## src/rtl/ntt_bfu_pipe_pkg.sv

```systemverilog
// bfu_pkg: shared types and mod-Q helpers for the NTT butterfly pipeline.
//   mode_t    - per-beat operation (CT, GS, GS-halve, pass-through)
//   DEFAULT_Q - Ncc-Sign prime modulus
//   calcMu    - Barrett constant floor(2^(2D)/Q)
//   modAdd / modSub / modHalve - single-correction mod-Q helpers
package bfu_pkg;

    typedef enum logic [1:0] {
        MODE_CT   = 2'b00,
        MODE_GS   = 2'b01,
        MODE_GSH  = 2'b10,
        MODE_PASS = 2'b11
    } mode_t;

    localparam int unsigned DEFAULT_Q = 134250497;

    // Helpers work on a wide word so one definition serves every D; callers
    // pass operands < Q < 2^D, so only the low D+1 bits ever carry value.
    localparam int unsigned WORD_W = 64;
    typedef logic [WORD_W-1:0] word_t;

    function automatic logic [127:0] calcMu(input logic [63:0] q, input int unsigned d);
        logic [127:0] num;
        num = 128'd1 << (2 * d);
        return num / {64'd0, q};
    endfunction

    function automatic word_t modAdd(input word_t a, input word_t b, input word_t q);
        word_t s;
        s = a + b;
        return (s >= q) ? s - q : s;
    endfunction

    function automatic word_t modSub(input word_t a, input word_t b, input word_t q);
        return (a >= b) ? a - b : a + q - b;
    endfunction

    // x/2 mod Q for odd Q: an odd x becomes even after adding Q.
    function automatic word_t modHalve(input word_t x, input word_t q);
        return x[0] ? (x + q) >> 1 : x >> 1;
    endfunction

endpackage

```

## src/rtl/ntt_bfu_pipe_if.sv

```systemverilog
// ntt_bfu_pipe_if: beat bus between the NTT FSM / coefficient RAM and the
// butterfly pipeline.
//   iVALID, iSTALL, iMODE, iTAG, iA, iB, iW : beat into the pipeline
//   oVALID, oTAG, oA, oB                    : beat out of the pipeline
// Lane k of every data bus occupies bits [k*D +: D].
//   slave  - the pipeline side
//   master - the driver / write-back side
interface ntt_bfu_pipe_if
    import bfu_pkg::*;
#(
    parameter int unsigned D     = 28,
    parameter int unsigned LANES = 1,
    parameter int unsigned TAG_W = 8
) ();

    logic                 iVALID;
    logic                 iSTALL;
    mode_t                iMODE;
    logic [TAG_W-1:0]     iTAG;
    logic [LANES*D-1:0]   iA;
    logic [LANES*D-1:0]   iB;
    logic [LANES*D-1:0]   iW;
    logic                 oVALID;
    logic [TAG_W-1:0]     oTAG;
    logic [LANES*D-1:0]   oA;
    logic [LANES*D-1:0]   oB;

    modport slave (
        input  iVALID, iSTALL, iMODE, iTAG, iA, iB, iW,
        output oVALID, oTAG, oA, oB
    );

    modport master (
        output iVALID, iSTALL, iMODE, iTAG, iA, iB, iW,
        input  oVALID, oTAG, oA, oB
    );

endinterface

```

## src/rtl/ntt_bfu_pipe_mod_mul_barrett.sv

```systemverilog
// mod_mul_barrett: 3-stage pipelined modular multiplier, oR = iX*iY mod Q.
//   iSYS_CLK - clock
//   iSYS_RST - asynchronous active-low reset
//   iEN      - advance enable; all stages hold while low
//   iX, iY   - operands, each < Q
//   oR       - product mod Q, valid 3 enabled edges after the operands
// Stage 1 forms the 2D-bit product, stage 2 the Barrett quotient estimate,
// stage 3 the remainder with two conditional subtractions.
module mod_mul_barrett
    import bfu_pkg::*;
#(
    parameter int unsigned D       = 28,
    parameter int unsigned PARAM_Q = DEFAULT_Q
) (
    input  logic         iSYS_CLK,
    input  logic         iSYS_RST,
    input  logic         iEN,
    input  logic [D-1:0] iX,
    input  logic [D-1:0] iY,
    output logic [D-1:0] oR
);

    localparam int unsigned PW = 2 * D;
    localparam int unsigned EW = 4 * D + 1;
    localparam logic [PW:0]  MU = (PW + 1)'(calcMu(64'(PARAM_Q), D));
    localparam logic [D+1:0] QX = (D + 2)'(PARAM_Q);

    logic [PW-1:0] prod;
    logic [D+1:0]  prodLo;
    logic [D-1:0]  quo;
    logic [D+1:0]  rRaw;
    logic [D+1:0]  r1;
    logic [D-1:0]  rOut;

    // Full-width estimate (x*MU) >> 2D undershoots x/Q by at most one, so the
    // remainder lies in [0, 2Q) and fits D+2 bits; only those bits of x are
    // needed to form it.
    always_comb begin
        rRaw = prodLo - (D + 2)'(quo) * QX;
        r1   = (rRaw >= QX) ? rRaw - QX : rRaw;
        rOut = D'((r1 >= QX) ? r1 - QX : r1);
    end

    always_ff @(posedge iSYS_CLK or negedge iSYS_RST) begin
        if (!iSYS_RST) begin
            prod   <= '0;
            prodLo <= '0;
            quo    <= '0;
            oR     <= '0;
        end else if (iEN) begin
            prod   <= PW'(iX) * PW'(iY);
            quo    <= D'((EW'(prod) * EW'(MU)) >> PW);
            prodLo <= (D + 2)'(prod);
            oR     <= rOut;
        end
    end

endmodule

```

## src/rtl/ntt_bfu_pipe.sv

```systemverilog
// ntt_bfu_pipe: 5-stage dual-mode NTT butterfly array.
//   iSYS_CLK - clock
//   iSYS_RST - asynchronous active-low reset, clears every stage
//   bus      - ntt_bfu_pipe_if.slave beat bus (valid/stall/mode/tag/A/B/W in,
//              valid/tag/A/B out)
// S1 registers the beat and does the GS pre-add/sub, S2-S4 are the per-lane
// Barrett multipliers, S5 does the CT add/sub or halving into the outputs.
// Mode, tag and valid ride a delay line alongside the data.
module ntt_bfu_pipe
    import bfu_pkg::*;
#(
    parameter int unsigned PARAM_Q = DEFAULT_Q,
    parameter int unsigned D       = 28,
    parameter int unsigned LANES   = 1,
    parameter int unsigned TAG_W   = 8
) (
    input  logic            iSYS_CLK,
    input  logic            iSYS_RST,
    ntt_bfu_pipe_if.slave   bus
);

    localparam word_t QW = word_t'(PARAM_Q);

    logic en;
    assign en = !bus.iSTALL;

    logic [LANES-1:0][D-1:0] s1AN, s1BN, s1WN;
    logic [LANES-1:0][D-1:0] s1B, s1W;
    logic [LANES-1:0][D-1:0] mulR;
    logic [LANES-1:0][D-1:0] oAN, oBN;

    // Stage-indexed delay line, index 1 = S1 .. 4 = S4.
    logic [4:1]                        vP;
    logic [4:1][1:0]                   mP;
    logic [4:1][TAG_W-1:0]             tP;
    logic [4:1][LANES-1:0][D-1:0]      aP;

    // Every mode is mapped onto "A path + multiplier path": pass uses W=1 so
    // B rides the multiplier with the same latency. Invalid beats load zeros
    // so their don't-care results stay below Q.
    always_comb begin
        s1AN = '0;
        s1BN = '0;
        s1WN = '0;
        for (int unsigned k = 0; k < LANES; k++) begin
            if (bus.iVALID) begin
                case (bus.iMODE)
                    MODE_GS, MODE_GSH: begin
                        s1AN[k] = D'(modAdd(word_t'(bus.iA[k*D +: D]), word_t'(bus.iB[k*D +: D]), QW));
                        s1BN[k] = D'(modSub(word_t'(bus.iA[k*D +: D]), word_t'(bus.iB[k*D +: D]), QW));
                        s1WN[k] = bus.iW[k*D +: D];
                    end
                    MODE_PASS: begin
                        s1AN[k] = bus.iA[k*D +: D];
                        s1BN[k] = bus.iB[k*D +: D];
                        s1WN[k] = D'(1);
                    end
                    default: begin
                        s1AN[k] = bus.iA[k*D +: D];
                        s1BN[k] = bus.iB[k*D +: D];
                        s1WN[k] = bus.iW[k*D +: D];
                    end
                endcase
            end
        end
    end

    for (genvar g = 0; g < LANES; g++) begin : gLane
        mod_mul_barrett #(
            .D       (D),
            .PARAM_Q (PARAM_Q)
        ) uMul (
            .iSYS_CLK (iSYS_CLK),
            .iSYS_RST (iSYS_RST),
            .iEN      (en),
            .iX       (s1B[g]),
            .iY       (s1W[g]),
            .oR       (mulR[g])
        );
    end

    always_comb begin
        oAN = '0;
        oBN = '0;
        for (int unsigned k = 0; k < LANES; k++) begin
            case (mode_t'(mP[4]))
                MODE_CT: begin
                    oAN[k] = D'(modAdd(word_t'(aP[4][k]), word_t'(mulR[k]), QW));
                    oBN[k] = D'(modSub(word_t'(aP[4][k]), word_t'(mulR[k]), QW));
                end
                MODE_GSH: begin
                    oAN[k] = D'(modHalve(word_t'(aP[4][k]), QW));
                    oBN[k] = D'(modHalve(word_t'(mulR[k]), QW));
                end
                default: begin
                    oAN[k] = aP[4][k];
                    oBN[k] = mulR[k];
                end
            endcase
        end
    end

    always_ff @(posedge iSYS_CLK or negedge iSYS_RST) begin
        if (!iSYS_RST) begin
            vP         <= '0;
            mP         <= '0;
            tP         <= '0;
            aP         <= '0;
            s1B        <= '0;
            s1W        <= '0;
            bus.oVALID <= 1'b0;
            bus.oTAG   <= '0;
            bus.oA     <= '0;
            bus.oB     <= '0;
        end else if (en) begin
            vP         <= {vP[3:1], bus.iVALID};
            mP         <= {mP[3:1], bus.iMODE};
            tP         <= {tP[3:1], bus.iTAG};
            aP         <= {aP[3:1], s1AN};
            s1B        <= s1BN;
            s1W        <= s1WN;
            bus.oVALID <= vP[4];
            bus.oTAG   <= tP[4];
            bus.oA     <= oAN;
            bus.oB     <= oBN;
        end
    end

endmodule

```

## src/flat_wrapper.sv

```systemverilog
// flat-port wrapper written by rule: the top's interface ports become plain ports
module ntt_bfu_pipe_flat import bfu_pkg::*;
#(
    parameter int unsigned PARAM_Q = DEFAULT_Q,
    parameter int unsigned D       = 28,
    parameter int unsigned LANES   = 1,
    parameter int unsigned TAG_W   = 8
)
  (iSYS_CLK, iSYS_RST, bus_iVALID, bus_iSTALL, bus_iMODE, bus_iTAG, bus_iA, bus_iB, bus_iW, bus_oVALID, bus_oTAG, bus_oA, bus_oB);
  ntt_bfu_pipe_if #(.D(D), .LANES(LANES), .TAG_W(TAG_W)) bus_i ();
  input  logic iSYS_CLK;
  input  logic iSYS_RST;
  input wire logic [$bits(bus_i.iVALID)-1:0] bus_iVALID;
  input wire logic [$bits(bus_i.iSTALL)-1:0] bus_iSTALL;
  input wire logic [$bits(bus_i.iMODE)-1:0] bus_iMODE;
  input wire logic [$bits(bus_i.iTAG)-1:0] bus_iTAG;
  input wire logic [$bits(bus_i.iA)-1:0] bus_iA;
  input wire logic [$bits(bus_i.iB)-1:0] bus_iB;
  input wire logic [$bits(bus_i.iW)-1:0] bus_iW;
  output wire logic [$bits(bus_i.oVALID)-1:0] bus_oVALID;
  output wire logic [$bits(bus_i.oTAG)-1:0] bus_oTAG;
  output wire logic [$bits(bus_i.oA)-1:0] bus_oA;
  output wire logic [$bits(bus_i.oB)-1:0] bus_oB;
  assign bus_i.iVALID = bus_iVALID;
  assign bus_i.iSTALL = bus_iSTALL;
  assign bus_i.iMODE = bus_iMODE;
  assign bus_i.iTAG = bus_iTAG;
  assign bus_i.iA = bus_iA;
  assign bus_i.iB = bus_iB;
  assign bus_i.iW = bus_iW;
  assign bus_oVALID = bus_i.oVALID;
  assign bus_oTAG = bus_i.oTAG;
  assign bus_oA = bus_i.oA;
  assign bus_oB = bus_i.oB;
  ntt_bfu_pipe #(.PARAM_Q(PARAM_Q), .D(D), .LANES(LANES), .TAG_W(TAG_W)) u_core (.iSYS_CLK(iSYS_CLK), .iSYS_RST(iSYS_RST), .bus(bus_i));
endmodule
```

## config.mk

```make
export PLATFORM = sky130hd
export DESIGN_NAME = ntt_bfu_pipe_flat
export DESIGN_NICKNAME = d
export VERILOG_FILES = /design/src/rtl/ntt_bfu_pipe_pkg.sv /design/src/rtl/ntt_bfu_pipe_if.sv /design/src/rtl/ntt_bfu_pipe_mod_mul_barrett.sv /design/src/rtl/ntt_bfu_pipe.sv /design/src/flat_wrapper.sv
export SDC_FILE = /design/constraint.sdc
export NUM_CORES = 2
export LEC_CHECK = 0
export ABC_AREA = 0
export BUFFER_PORTS_ARGS = -buffer_cell sky130_fd_sc_hd__buf_4
export CAP_MARGIN = 20
export CORE_ASPECT_RATIO = 1.25
export CORE_MARGIN = 3
export CORE_UTILIZATION = 55
export CTS_BUF_LIST = sky130_fd_sc_hd__clkbuf_8
export CTS_CLUSTER_DIAMETER = 80
export DETAILED_ROUTE_END_ITERATION = 10
export PLACE_DENSITY = 0.76
export SYNTH_ARGS = -nofsm -noshare
export SYNTH_HDL_FRONTEND = slang
export SYNTH_HIERARCHICAL = 1
export SYNTH_SLANG_ARGS = --single-unit
```

## constraint.sdc

```tcl
create_clock -name iSYS_CLK -period 15.6 [get_ports iSYS_CLK]
set_input_delay 0.78 -clock iSYS_CLK [delete_from_list [all_inputs] [get_ports iSYS_CLK]]
set_output_delay 0.78 -clock iSYS_CLK [all_outputs]
set_load 0.05 [all_outputs]
```

# [After elaboration in Yosys (flattened, before gate mapping)]
# Cells that the tools add are included.
[totals] register_bits=419 latch_bits=0 mem_bits_rw=0 mem_bits_ro=0 out_inout_bits=65 memories=0
[classes] add_sub_neg=14 multipliers=3 n_div=0 order_cmp=6 eq_ne=4 shifts=0 n_mux=16 n_bitwise=0 n_reduce_logical=2
[ops] op="28-bit two-way mux" count=13
[ops] op="28-bit one-hot mux with 2 select lines" count=2
[ops] op="28-bit subtractor" count=4
[ops] op="56-bit by 29-bit multiplier with 84-bit output (second input constant)" count=1
[ops] op="28-bit subtractor (second input constant)" count=3
[ops] op="30-bit by 28-bit >= comparator with 1-bit output (second input constant)" count=2
[ops] op="28-bit by 28-bit adder with 29-bit output" count=2
[ops] op="28-bit by 28-bit adder with 29-bit output (second input constant)" count=2
[ops] op="29-bit by 28-bit >= comparator with 1-bit output (second input constant)" count=2
[ops] op="28-bit >= comparator" count=2
[ops] op="28-bit by 28-bit multiplier with 56-bit output" count=1
[ops] op="28-bit by 28-bit multiplier with 30-bit output (second input constant)" count=1
[ops] op="30-bit two-way mux" count=1
[ops] op="30-bit by 28-bit subtractor with 30-bit output (second input constant)" count=1
[ops] op="30-bit subtractor" count=1
[ops] op="28-bit adder (second input constant)" count=1
[ops] op="2-bit == test (second input constant)" count=3
[ops] op="2-bit by 1-bit == test with 1-bit output (second input constant)" count=1
[ops] op="2-bit zero test" count=1
[ops] op="2-bit OR reduction" count=1

# [Longest topological paths before layout]
[logic_depth] depth_word=6 depth_mapped=34 depth_no_buf=34

# [By module]
# The synthesis kept the hierarchy.
[by_module_without_submodules] mod="mod_mul_barrett" n_inst=1 cells_per_inst=6310 area_per_inst_um2=57833.0
[by_module_without_submodules] mod="ntt_bfu_pipe" n_inst=1 cells_per_inst=2766 area_per_inst_um2=23944.2

# [Worst setup path after synthesis]
# No wires, ideal clock.
[synth_path] kind="reg2reg" from="register u_core/s1W[3] (netlist bit)" to="register u_core.gLane[0].uMul.prod[48]" t_arrival_ns=8.002 required_time_ns=15.461 setup_slack_ns=7.459 path_stages_with_launch=31 n_path_buf=2 period_less_slack_ns=8.141 path_cell_list="dfrtp_1 > clkbuf_1 > buf_1 > nand2_1 > fa_1 > inv_1 > fa_1 > fa_1 > fa_1 > fa_1 > inv_1 > fa_1 > fa_1 > inv_1 > ha_1 > and3_1 > a211oi_1 > a21boi_0 > nor3_1 > nor3_1 > o41a_1 > o21ai_0 > a221oi_1 > o21ai_0 > a31o_2 > a21oi_1 > inv_1 > a21o_1 > a21oi_1 > xor2_1 > mux2i_1"
[synth_via] elab_chain_cells=1
[synth_lines] element="start: declaration" line="ntt_bfu_pipe.sv:28" text="logic [LANES-1:0][D-1:0] s1B, s1W;"
[synth_lines] element="start signal: assignment" line="ntt_bfu_pipe.sv:121" text="s1W <= s1WN;"
[synth_lines] element="28-bit by 28-bit multiplier with 56-bit output" line="ntt_bfu_pipe_mod_mul_barrett.sv:51" text="prod <= PW'(iX) * PW'(iY);"
[synth_lines] element="end signal: assignment" line="ntt_bfu_pipe_mod_mul_barrett.sv:51"
[synth_lines] element="end: declaration" line="ntt_bfu_pipe_mod_mul_barrett.sv:28" text="logic [PW-1:0] prod;"
# No other way between the ends.
# A chain may end at the register's enable or synchronous reset.

# [Worst setup path after layout]
[layout_path] from="register u_core/s1W[1] (netlist bit)" to="register u_core.gLane[0].uMul.prod[48]"
# Same word-level chain as after synthesis.

==> impl_results.md <==
- Nets: 11300
- WL/cell: 22.1 um
- Post-synthesis register bit count: 419
- Post-synth EDFFs: 0
- Vias/cell: 5.80
- Commonest cells after routing, fill and taps aside: inv_1, fa_1, nand2_1
- Most common cell on crit path: fa_1
- Fillers: 12700
- Async SR Flop Fraction: 100%
- Worst-path maximum fanout: 29
- Max Clk Rate: 0.104 GHz
- Max_cap viols: 0
- Worst skew pair latency: 0.82 ns
- CP max-delay cell: dfrtp_1
- Drt drc: 0
- Detail Route Antenna Nets: 0
- Critical Path Max Stage Delay: 1.11 ns
- Fin. Hold Viols: 0
- Synth cell types: 129
- RR Endpoint: u_core/gLane[0].uMul/prod[48]$_DFFE_PN0P_
- Initial Util: 55.6%
- Placed Cells: 10800
- Max_slew headroom: 20.4%
- DRT Pass-1 Iters: 7
- Worst setup path category: flip-flop to flip-flop
- Setup TNS Final: 0 ns
- Pin count of the biggest net entering global routing: 228
- Hold-fix buffers, CTS: 0
- Main synth FF type: dfrtp_1
- Outcome: completed
- Area after DPL: 84500 sq um
- Max Buffers Root-to-Sink: 3
- RSZ-0062 raised after global routing: false
- Number of setup violations in the final report: 0
- Leading cell type in the layout, fill and taps excluded: inv_1
- Worst slack, placed: 6.00 ns
- Vias: 63800
- Fin crit period: 9.60 ns
- Worst Max-Slew Pin Slew: 1.19 ns
- Die Area: 153000 sq um
- Core Region: 147000 sq um
- Synth area leaders: fa_1, ha_1, dfrtp_1, inv_1, nand2_1
- Synthesized Nets: 11400
- Reg clk slew, reported paths: 0.06 ns
- Port Buf Inserts: 162
- DRT iter0 DRCs: 4646
- Die height: 437 um
- Vias in the first global route: 68200
- R2R Setup Slk: 6.00 ns
- Routability congestion estimate: 0.996
- Tcrit/Tclk final: 61.5%
- Worst setup startpoint: u_core/s1W[1]$_DFFE_PN0N_
- Row count: 157
- Fin. max-slew vios: 0
- Critical Path Start Type: flip-flop
- Hpwl dp: 198000 um
- Final worst slack: 6.00 ns
- # clock sinks: 419
- DRT Wirelength: 243000 um
- H-tree Lvls: 3
- CP Capture Type: flip-flop
- Max Clock Skew: 0.0796 ns
- R2R Path Start: u_core/s1W[1]$_DFFE_PN0N_
- Hold Crit Class: input port to async pin
- CTS tree: done
- GR Overflow Total: 0
- # Post-CTS Setup Buffers: 0
- Avg Cell Area, Syn: 9.01 sq um
- Cell area after layout: 86500 sq um
- # IOs: 163
- CP Capture Point: u_core/gLane[0].uMul/prod[48]$_DFFE_PN0P_
- Dominant cell type by area after synthesis: fa_1
- Yosys warns: 6
- Post-CTS sizing: 0
- Critical path required time: 16.20 ns
- Initial antenna violation count: 10
- First-pass GRT wire length: 384000 um
- GRT Util Overall: 32.3%
- Area Growth Syn to Fin: 5.79%
- Seq/Total Area, Yosys: 12.8%
- CTS Buf Count: 81
- Syn Std Cell Area: 81800 sq um
- Share of layout cells above drive strength 1: 7.16%
- Critical Path AT: 10.19 ns
- Final non-filler cell total: 11000
- Post-Synthesis Cells: 9076
- Root Driver: clkbuf_8
- DIE WIDTH: 351 um
- Yosys top cell area share: 31.4%
- Cell depth of the worst flop-to-flop path: 29
## routing by layer
layer / GRT usage [%] / vias up / wire (um)
met5: 0 / - / 0
met4: 21.6 / 0 / 19400
met3: 5.22 / 777 / 15500
met2: 53.6 / 2336 / 117000
met1: 38.8 / 32100 / 91500
li1: - / 28600 / -
## worst min path at each step
stage,from,end,slack [ns],cells past startpoint
5_1_grt,iSYS_RST,u_core/bus.oTAG[2]$_DFFE_PN0N_,0.08,1
6_report,iSYS_RST,u_core/tP[2]$_DFFE_PN0N_,0.05,1
2_1_floorplan,u_core/s1B[24]$_DFFE_PN0N_,u_core/s1B[24]$_DFFE_PN0N_,0.44,2
4_1_cts,iSYS_RST,u_core/tP[26]$_DFFE_PN0N_,0.03,1
3_3_place_gp,u_core/vP[1]$_DFFE_PN0N_,u_core/vP[1]$_DFFE_PN0N_,0.47,2
3_5_place_dp,u_core/aP[15]$_DFFE_PN0N_,u_core/aP[15]$_DFFE_PN0N_,0.47,2
## metrics by stage
| step | hold WS (ns) | utilization [%] |
|---|---|---|
| final | 0.0486 | 58.8 |
| after global routing | 0.0829 | 58.8 |
| after CTS | 0.0280 | 58.7 |
| after detailed placement | 0.470 | 57.4 |
| after global placement | 0.466 | 57.4 |
| after floorplan | 0.440 | - |
## cell type report
type | count | area (sq um) | share of cell area [%]
inverter | 2084 | 7830 | 9.05
multi-input combinational | 6194 | 62000 | 71.6
clock inverter | 41 | 407 | 0.470
timing repair buffer | 241 | 2000 | 2.31
sequential | 419 | 10500 | 12.1
clock buffer | 102 | 1400 | 1.62
antenna | 9 | 22.5 | 0.0260
tap | 1908 | 2390 | 2.76
## logic make-up after synthesis
logic type | synth area share [%]
DFF | 12.8
AOI/OAI and AO/OA | 10.9
xor gates and xnor gates | 4.29
muxes | 2.78
buffers and inverters | 11.4
and+or+nand+nor | 11.9
adders and majority gates | 45.9
## flip-flops by register name (all words and copies together), names as in the netlist, 8 cells and up
register                  cells
u_core/aP                   112
u_core/bus.oA                28
u_core/bus.oB                28
u_core/bus.oTAG               8
u_core/gLane.uMul/oR         28
u_core/gLane.uMul/prod       56
u_core/gLane.uMul/prodLo     30
u_core/gLane.uMul/quo        28
u_core/mP                     8
u_core/s1B                   28
u_core/s1W                   28
u_core/tP                    32
## synthesized netlist by cell type, types with 32 or more instances
| cell | count |
|---|---|
| xor2_1 | 85 |
| fa_1 | 1283 |
| o221ai_1 | 33 |
| o211ai_1 | 40 |
| nand4_1 | 58 |
| a31oi_1 | 39 |
| nand2_1 | 951 |
| dfrtp_1 | 419 |
| o21ai_0 | 322 |
| xnor2_1 | 314 |
| nor4_1 | 32 |
| nand2b_1 | 41 |
| a22oi_1 | 52 |
| inv_1 | 2076 |
| a211oi_1 | 35 |
| nor2b_1 | 58 |
| o21bai_1 | 43 |
| a21oi_1 | 283 |
| nand3_1 | 125 |
| and2_1 | 234 |
| or3_1 | 39 |
| ha_1 | 944 |
| clkbuf_1 | 317 |
| a22o_1 | 32 |
| nor2_1 | 271 |
| mux2_2 | 179 |
| and3_1 | 45 |
| o31ai_1 | 39 |
| a21o_1 | 104 |
| nor3_1 | 97 |
## critical path: cells and delay by family (launching register included)
family | cells | cell delay (ns)
compound gates | 11 | 3.13
xor+xnor | 1 | 0.17
fa+ha+maj | 8 | 3.94
buf+inv | 4 | 0.24
flops | 1 | 1.11
mux | 1 | 0.09
simple gates | 4 | 0.70
Power is not shown: default switching activity piles up to over one toggle a cycle in this logic, so the estimate is an artifact.
